==> config.mk <==
export PLATFORM = sky130hd
export DESIGN_NAME = instr_encoder_loader
export DESIGN_NICKNAME = d
export VERILOG_FILES = /design/src/rtl/instr_encoder_loader.sv
export SDC_FILE = /design/constraint.sdc
export NUM_CORES = 1
export LEC_CHECK = 0
export CORE_MARGIN = 8
export CORE_UTILIZATION = 43
export DETAILED_ROUTE_END_ITERATION = 8
export MAX_ROUTING_LAYER = met4
export PLACE_DENSITY = 0.84
export RECOVER_POWER = 50
export SLEW_MARGIN = 5
export SYNTH_ARGS = -nofsm -noshare
export SYNTH_HDL_FRONTEND = slang
export SYNTH_SLANG_ARGS = --single-unit
==> constraint.sdc <==
create_clock -name clk -period 2.1 [get_ports clk]
set_input_delay 0.525 -clock clk [delete_from_list [all_inputs] [get_ports clk]]
set_output_delay 0.525 -clock clk [all_outputs]
set_load 0.05 [all_outputs]
==> src/rtl/instr_encoder_loader.sv <==
// Encodes DP/LDR/STR/B instruction fields into ARM words and streams them into imem.
// Optional ENCODER_HALT_PAD_EN appends a branch-to-self halt word after the last instruction.
module instr_encoder_loader #(
    parameter int ADDR_W    = 6,
    parameter int BASE_ADDR = 0
) (
    input  logic              clk,
    input  logic              reset,
    input  logic              start,
    input  logic              req_valid,
    output logic              req_ready,
    input  logic              req_last,
    input  logic [2:0]        req_kind,
    input  logic [3:0]        req_cond,
    input  logic [1:0]        req_alu,
    input  logic              req_s,
    input  logic [3:0]        req_rn,
    input  logic [3:0]        req_rd,
    input  logic [3:0]        req_rm,
    input  logic [23:0]       req_imm,
    output logic              imem_we,
    output logic [ADDR_W-1:0] imem_addr,
    output logic [31:0]       imem_wd,
    output logic [ADDR_W:0]   word_count,
    output logic              busy,
    output logic              done,
    output logic              full,
    output logic              err_illegal
);

`ifdef ENCODER_HALT_PAD_EN
    localparam logic PAD_EN = 1'b1;
`else
    localparam logic PAD_EN = 1'b0;
`endif

    localparam logic [ADDR_W-1:0] MAX_ADDR  = {ADDR_W{1'b1}};
    localparam logic [ADDR_W-1:0] BASE      = ADDR_W'(BASE_ADDR);
    localparam logic [31:0]       HALT_WORD = 32'hEAFF_FFFE;

    typedef enum logic [1:0] {
        S_IDLE = 2'd0,
        S_LOAD = 2'd1,
        S_DONE = 2'd2
    } state_t;

    state_t            state;
    logic [ADDR_W-1:0] ptr;
    logic              last_seen;
    logic              fin;
    logic              pad_pend;

    logic [31:0]       enc_word;
    logic              kind_illegal;
    logic [ADDR_W-1:0] next_addr;
    logic              accept;

    function automatic logic [3:0] alu_cmd(input logic [1:0] alu);
        logic [3:0] cmd;
        case (alu)
            2'b00:   cmd = 4'b0100;
            2'b01:   cmd = 4'b0010;
            2'b10:   cmd = 4'b0000;
            default: cmd = 4'b1100;
        endcase
        return cmd;
    endfunction

    function automatic logic [31:0] encode(
        input logic [2:0]  kind,
        input logic [3:0]  cond,
        input logic [1:0]  alu,
        input logic        s,
        input logic [3:0]  rn,
        input logic [3:0]  rd,
        input logic [3:0]  rm,
        input logic [23:0] imm
    );
        logic [31:0] w;
        case (kind)
            3'd0:    w = {cond, 2'b00, 1'b1, alu_cmd(alu), s, rn, rd, imm[11:0]};
            3'd1:    w = {cond, 2'b00, 1'b0, alu_cmd(alu), s, rn, rd, 8'h00, rm};
            3'd2:    w = {cond, 2'b01, 6'b011001, rn, rd, imm[11:0]};
            3'd3:    w = {cond, 2'b01, 6'b011000, rn, rd, imm[11:0]};
            3'd4:    w = {cond, 4'b1010, imm};
            default: w = 32'h0000_0000;
        endcase
        return w;
    endfunction

    assign req_ready    = (state == S_LOAD) & ~last_seen & ~full;
    assign accept       = req_valid & req_ready;
    assign busy         = (state == S_LOAD);
    assign done         = (state == S_DONE);
    assign kind_illegal = (req_kind > 3'd4);
    assign enc_word     = encode(req_kind, req_cond, req_alu, req_s, req_rn, req_rd, req_rm, req_imm);
    // A write in flight this cycle has not yet advanced ptr, so the next word goes one past it.
    assign next_addr    = imem_we ? (ptr + ADDR_W'(1)) : ptr;

    // Session FSM, write pipeline and status registers.
    always_ff @(posedge clk) begin
        if (reset) begin
            state       <= S_IDLE;
            ptr         <= BASE;
            last_seen   <= 1'b0;
            fin         <= 1'b0;
            pad_pend    <= 1'b0;
            imem_we     <= 1'b0;
            imem_addr   <= {ADDR_W{1'b0}};
            imem_wd     <= 32'h0000_0000;
            word_count  <= {(ADDR_W+1){1'b0}};
            full        <= 1'b0;
            err_illegal <= 1'b0;
        end else begin
            imem_we <= 1'b0;
            if (imem_we) begin
                word_count <= word_count + (ADDR_W+1)'(1);
                if (ptr != MAX_ADDR) begin
                    ptr <= ptr + ADDR_W'(1);
                end
            end
            case (state)
                S_IDLE, S_DONE: begin
                    if (start) begin
                        state       <= S_LOAD;
                        ptr         <= BASE;
                        last_seen   <= 1'b0;
                        fin         <= 1'b0;
                        pad_pend    <= 1'b0;
                        word_count  <= {(ADDR_W+1){1'b0}};
                        full        <= 1'b0;
                        err_illegal <= 1'b0;
                    end
                end
                S_LOAD: begin
                    if (fin) begin
                        fin <= 1'b0;
                        // The halt pad only follows a real req_last word that left room behind it.
                        if (PAD_EN && imem_we && (imem_addr != MAX_ADDR)) begin
                            imem_we   <= 1'b1;
                            imem_addr <= imem_addr + ADDR_W'(1);
                            imem_wd   <= HALT_WORD;
                            pad_pend  <= 1'b1;
                        end else begin
                            state <= S_DONE;
                            full  <= imem_we && (imem_addr == MAX_ADDR);
                        end
                    end else if (pad_pend) begin
                        pad_pend <= 1'b0;
                        state    <= S_DONE;
                        full     <= (imem_addr == MAX_ADDR);
                    end else if (accept) begin
                        if (kind_illegal) begin
                            err_illegal <= 1'b1;
                            if (req_last) begin
                                last_seen <= 1'b1;
                                fin       <= 1'b1;
                            end
                        end else begin
                            imem_we   <= 1'b1;
                            imem_addr <= next_addr;
                            imem_wd   <= enc_word;
                            if (req_last || (next_addr == MAX_ADDR)) begin
                                last_seen <= 1'b1;
                                fin       <= 1'b1;
                            end
                        end
                    end
                end
                default: begin
                    state <= S_IDLE;
                end
            endcase
        end
    end

endmodule

* Word level (Yosys, flattened, before mapping)
Cells that the tools add are included.
** Storage, ports and cells
- Output and inout bits :: 51
- Flip-flop bits (word level) :: 59
** Cells by class
- Bitwise logic cells :: 10
- Add/subtract/negate cells :: 2
- Order comparisons :: 1
- Muxes and demuxes :: 40
- Reduce and logical (&&, ||, !) cells :: 15
- Equal/unequal tests :: 19
** Operator list (count)
- 32-bit case mux with 5 select lines :: 1
- 6-bit two-way mux :: 5
- 1-bit two-way mux :: 21
- 7-bit two-way mux :: 3
- 6-bit equality test (second input constant) :: 2
- 4-bit case mux with 3 select lines :: 1
- 1-bit case mux with 2 select lines :: 5
- 7-bit by 1-bit adder with 7-bit output (second input constant) :: 1
- 1-bit NOT :: 7
- 7-bit AND reduction :: 1
- 6-bit by 1-bit adder with 6-bit output (second input constant) :: 1
- 3-bit by 2-bit equality test with 1-bit output (second input constant) :: 2
- 2-bit two-way mux :: 3
- 2-bit != test (second input constant) :: 3
- 3-bit by 1-bit != test with 1-bit output (second input constant) :: 2
- 6-bit != test (second input constant) :: 1
- 3-bit AND reduction :: 2
- 6-bit AND reduction :: 1
- 5-bit AND reduction :: 1
- 5-bit OR reduction :: 1
- 2-bit by 1-bit equality test with 1-bit output (second input constant) :: 2
- 2-bit equality test (second input constant) :: 2
- 2-bit zero test :: 2
- 2-bit by 1-bit != test with 1-bit output (second input constant) :: 2
- other kinds (12) :: 15

* Logic depth before layout (Yosys ltp)
- Depth after elaboration :: 10
- Mapped depth :: 6
- Mapped depth without buffers :: 6

* Worst setup path after synthesis
Ideal clock, no wire load.
- Path kind :: reg2out
- Start point :: register full
- End point :: output req_ready
- Buffers on the path :: 0
- Data required time :: 1575 ps
- Data arrival time :: 1656 ps
- Slack :: -81 ps
- Cell stages (with the launch flop) :: 2
- Cells stage by stage :: dfxtp_1 nor3_1
** On the way
- Longest elaborated chain between the ends :: 2
** RTL lines
- from (decl) :: RTL line 27 : output logic full,
- from (signal assigned) :: RTL line 146 : full <= imem_we && (imem_addr == MAX_ADDR);
- from (signal assigned) :: RTL line 151 : full <= (imem_addr == MAX_ADDR);
- 1-bit NOT :: RTL line 91 : assign req_ready = (state == S_LOAD) & ~last_seen & ~full;
- 1-bit AND :: RTL line 91
- to (decl) :: RTL line 11 : output logic req_ready,
Every way passes these cells.

* Final worst setup path
- Start point :: register imem_addr[5]
- End point :: output imem_addr[5]
** RTL lines
- from (decl) :: RTL line 22 : output logic [ADDR_W-1:0] imem_addr,
- from (signal assigned) :: RTL line 109 : imem_addr <= {ADDR_W{1'b0}};
- from (signal assigned) :: RTL line 141 : imem_addr <= imem_addr + ADDR_W'(1);
- from (signal assigned) :: RTL line 161 : imem_addr <= next_addr;
No word-level cell between the ends.

==> flow_metrics.tcl <==
set metrics [dict create \
    outcome "complete, no violations" \
    via_per_inst 5.25 \
    wl_met2_microns 3660 \
    syn-instance-count 292 \
    start_kind "flop" \
    relSlewSlack_pct 58.5 \
    setup-violations-final 0 \
    die-area_sq_um 8790 \
    hold_class "flop to flop" \
    root_buffer "clkbuf_8" \
    synth.top_cell.area_share_pct 44.7 \
    leakagePower_nw 1.44 \
    cts_hold_buf 0 \
    first_iter_violations 80 \
    postCtsSetupBuffers 0 \
    clk_latency_ns 0.33 \
    fmax_ghz 0.484 \
    cts_buffer_depth 2 \
    end_kind "output port" \
    fp.dieH_microns 93.7 \
    dp_hpwl_microns 5690 \
    firstDrtPassIters 4 \
    place_ws_ns -0.174 \
    ys_types 46 \
    wl_met3_microns 425 \
    initial_utilization_pct 44.2 \
    min_period_ns 2.07 \
    synth_ff_type "dfxtp_1" \
    worstRegToRegCells 5 \
    grt_max_degree 33 \
    slowest_delay_ns 0.83 \
    hp-start "imem_wd[26]$_SDFFE_PP0P_" \
    grt_pass1_wl_microns 12100 \
    htreeDepth 3 \
    syn_area_sq_um 2600 \
    critPathSlowestCell "clkdlybuf4s50_1" \
    crit_chain "clkdlybuf4s50_1" \
    rows 28 \
    postSynth.asyncResetShare_pct 0 \
    finalCritPeriodShare_pct 98.5 \
    worstPathArrival_ns 1.54 \
    rr_endpoint "last_seen$_SDFFE_PP0P_" \
    hold_violations 0 \
    holdPathStages 2 \
    core_sq_um 5890 \
    cap_viol_max_count 0 \
    synth_area_leader_cell "dfxtp_1" \
    layout_commonest_cell "clkdlybuf4s50_1" \
    final_util_pct 65.9 \
    irDropWorstVdd_mv 0.384 \
    clk_pin_slew_ns 0.06 \
    synth_edf_count 0 \
    avgRoutedWirePerCell_microns 15.5 \
    ant_nets 0 \
    cts_tree "done" \
    top_layer_used "met4" \
    drcViolationCount 0 \
    m1WireLength_microns 3330 \
    ff2ff_setup_slack_ns 0.16 \
    critPathBufInv 1 \
    cts_buffers 9 \
    drive_gt1_share_pct 13.1 \
    cts_resized 1 \
    crit_path_start "imem_addr[5]$_SDFFE_PP0P_" \
    chipWidth_microns 93.7 \
    skew_ns 0.00558 \
    grt_setup_unrepaired "false" \
    wirelength_microns 7510 \
    io_buffers 101 \
    antenna_found_initial 0 \
    gr-total-overflow 0 \
    area_delta_synth_final_pct 49.2 \
    fin_ws_ns 0.0319 \
    cp.depth 1 \
    synth_fp_nets 347 \
    worstPathRequired_ns 1.57 \
    track_usage_pct 17.6 \
    place_congestion 0.868 \
    fin_nets 461 \
    io_pins 102 \
    antenna-diode-count 0 \
    crit_end "imem_addr[5]" \
    synth-seq-cells 58 \
    synthTopCellsByArea "dfxtp_1 (45%), nor2_1 (5.2%), nand2_1 (4.2%)" \
    power_density_nw_per_um2 666 \
    final_cell_mix "clkdlybuf4s50_1 (84), dfxtp_1 (58), nor2_1 (36)" \
    r2r-start "ptr[0]$_SDFF_PP0_" \
    finalMaxSlewViolations 0 \
    critPathMaxFanout 3 \
    numClockSinks 58 \
    worst_slew_pin_slew_ns 0.625 \
    grt_pass1_vias 2517 \
    fin_setup_tns_ns 0 \
    yosysSeqAreaShare_pct 44.7 \
    worst_hold_slack_ns 0.451 \
    synth.avg_cell_area_sq_um 8.90 \
    yosys_warnings 0 \
    cp_top_family "buffers and inverters" \
    via_count 2553 \
    crit_type "flop to output port" \
]
[flip-flops by register name, summed over array words and instances (netlist names)]
register,cells
imem_wd,32
word_count,7
imem_addr,6
ptr,6
state,2
err_illegal,1
fin,1
full,1
imem_we,1
last_seen,1
[stage by stage]
stage	cell area (sq um)	cells	power, mW
final	3880	486	2.58
after global routing	3880	486	2.69
after CTS	3960	486	2.61
after detailed placement	3780	470	1.68
after global placement	3780	470	1.67
after floorplan	2600	292	1.45
[layout make-up]
type / instances / area [sq um]
clock inverters: 2 / 10.0
fillers: 515 / 2010
multi-input cells: 210 / 1320
flip-flops and latches: 58 / 1160
repair buffers: 123 / 1100
inverters: 4 / 15.0
well taps: 75 / 93.8
clock buffers: 14 / 173
[report_power, final]
| group | leakage, nW | internal (mW) | switching, mW |
|---|---|---|---|
| clock network | 0.0965 | 0.522 | 0.418 |
| registers | 0.470 | 1.13 | 0.0240 |
| logic | 0.872 | 0.212 | 0.271 |
| total | 1.44 | 1.87 | 0.712 |
[worst min-delay path by stage]
stage | end | slack, ns
finish | imem_wd[26]$_SDFFE_PP0P_ | 0.45
global route | imem_wd[24]$_SDFFE_PP0P_ | 0.48
CTS | imem_wd[26]$_SDFFE_PP0P_ | 0.45
detailed placement | imem_wd[26]$_SDFFE_PP0P_ | 0.45
global placement | imem_wd[24]$_SDFFE_PP0P_ | 0.44
floorplan | ptr[5]$_SDFF_PP0_ | 0.47
[cell usage after synthesis (5+ instances only)]
library cell and count:
dfxtp_1 58, nand2_1 29, a21oi_1 19, nor2b_1 10, a311oi_1 10, a22oi_1 5
clkbuf_1 11, a211oi_2 5, nor2_1 36, buf_4 5, nor3_1 16, xor2_1 7
nand4_1 7, nand3_1 7, a22o_1 8, o21ai_0 5
[routing by layer]
| layer | vias to the layer above | global-route usage [%] |
|---|---|---|
| met5 | - | - |
| met4 | 0 | 8.72 |
| met3 | 9 | 4.08 |
| met2 | 95 | 27.0 |
| met1 | 1184 | 21.1 |
| li1 | 1265 | - |
[cell families (layout without fill, tap and decap cells)]
group,after synthesis,in the layout,synth area share (%)
muxes,3,3,1.16
and+or+nand+nor,128,128,24.7
adders and majority gates,4,4,1.93
xor gates and xnor gates,11,11,3.71
buffers and inverters,24,143,4.62
DFF,58,58,44.7
AOI/OAI and AO/OA,64,64,19.2
Power figures use the tool's default switching activity.
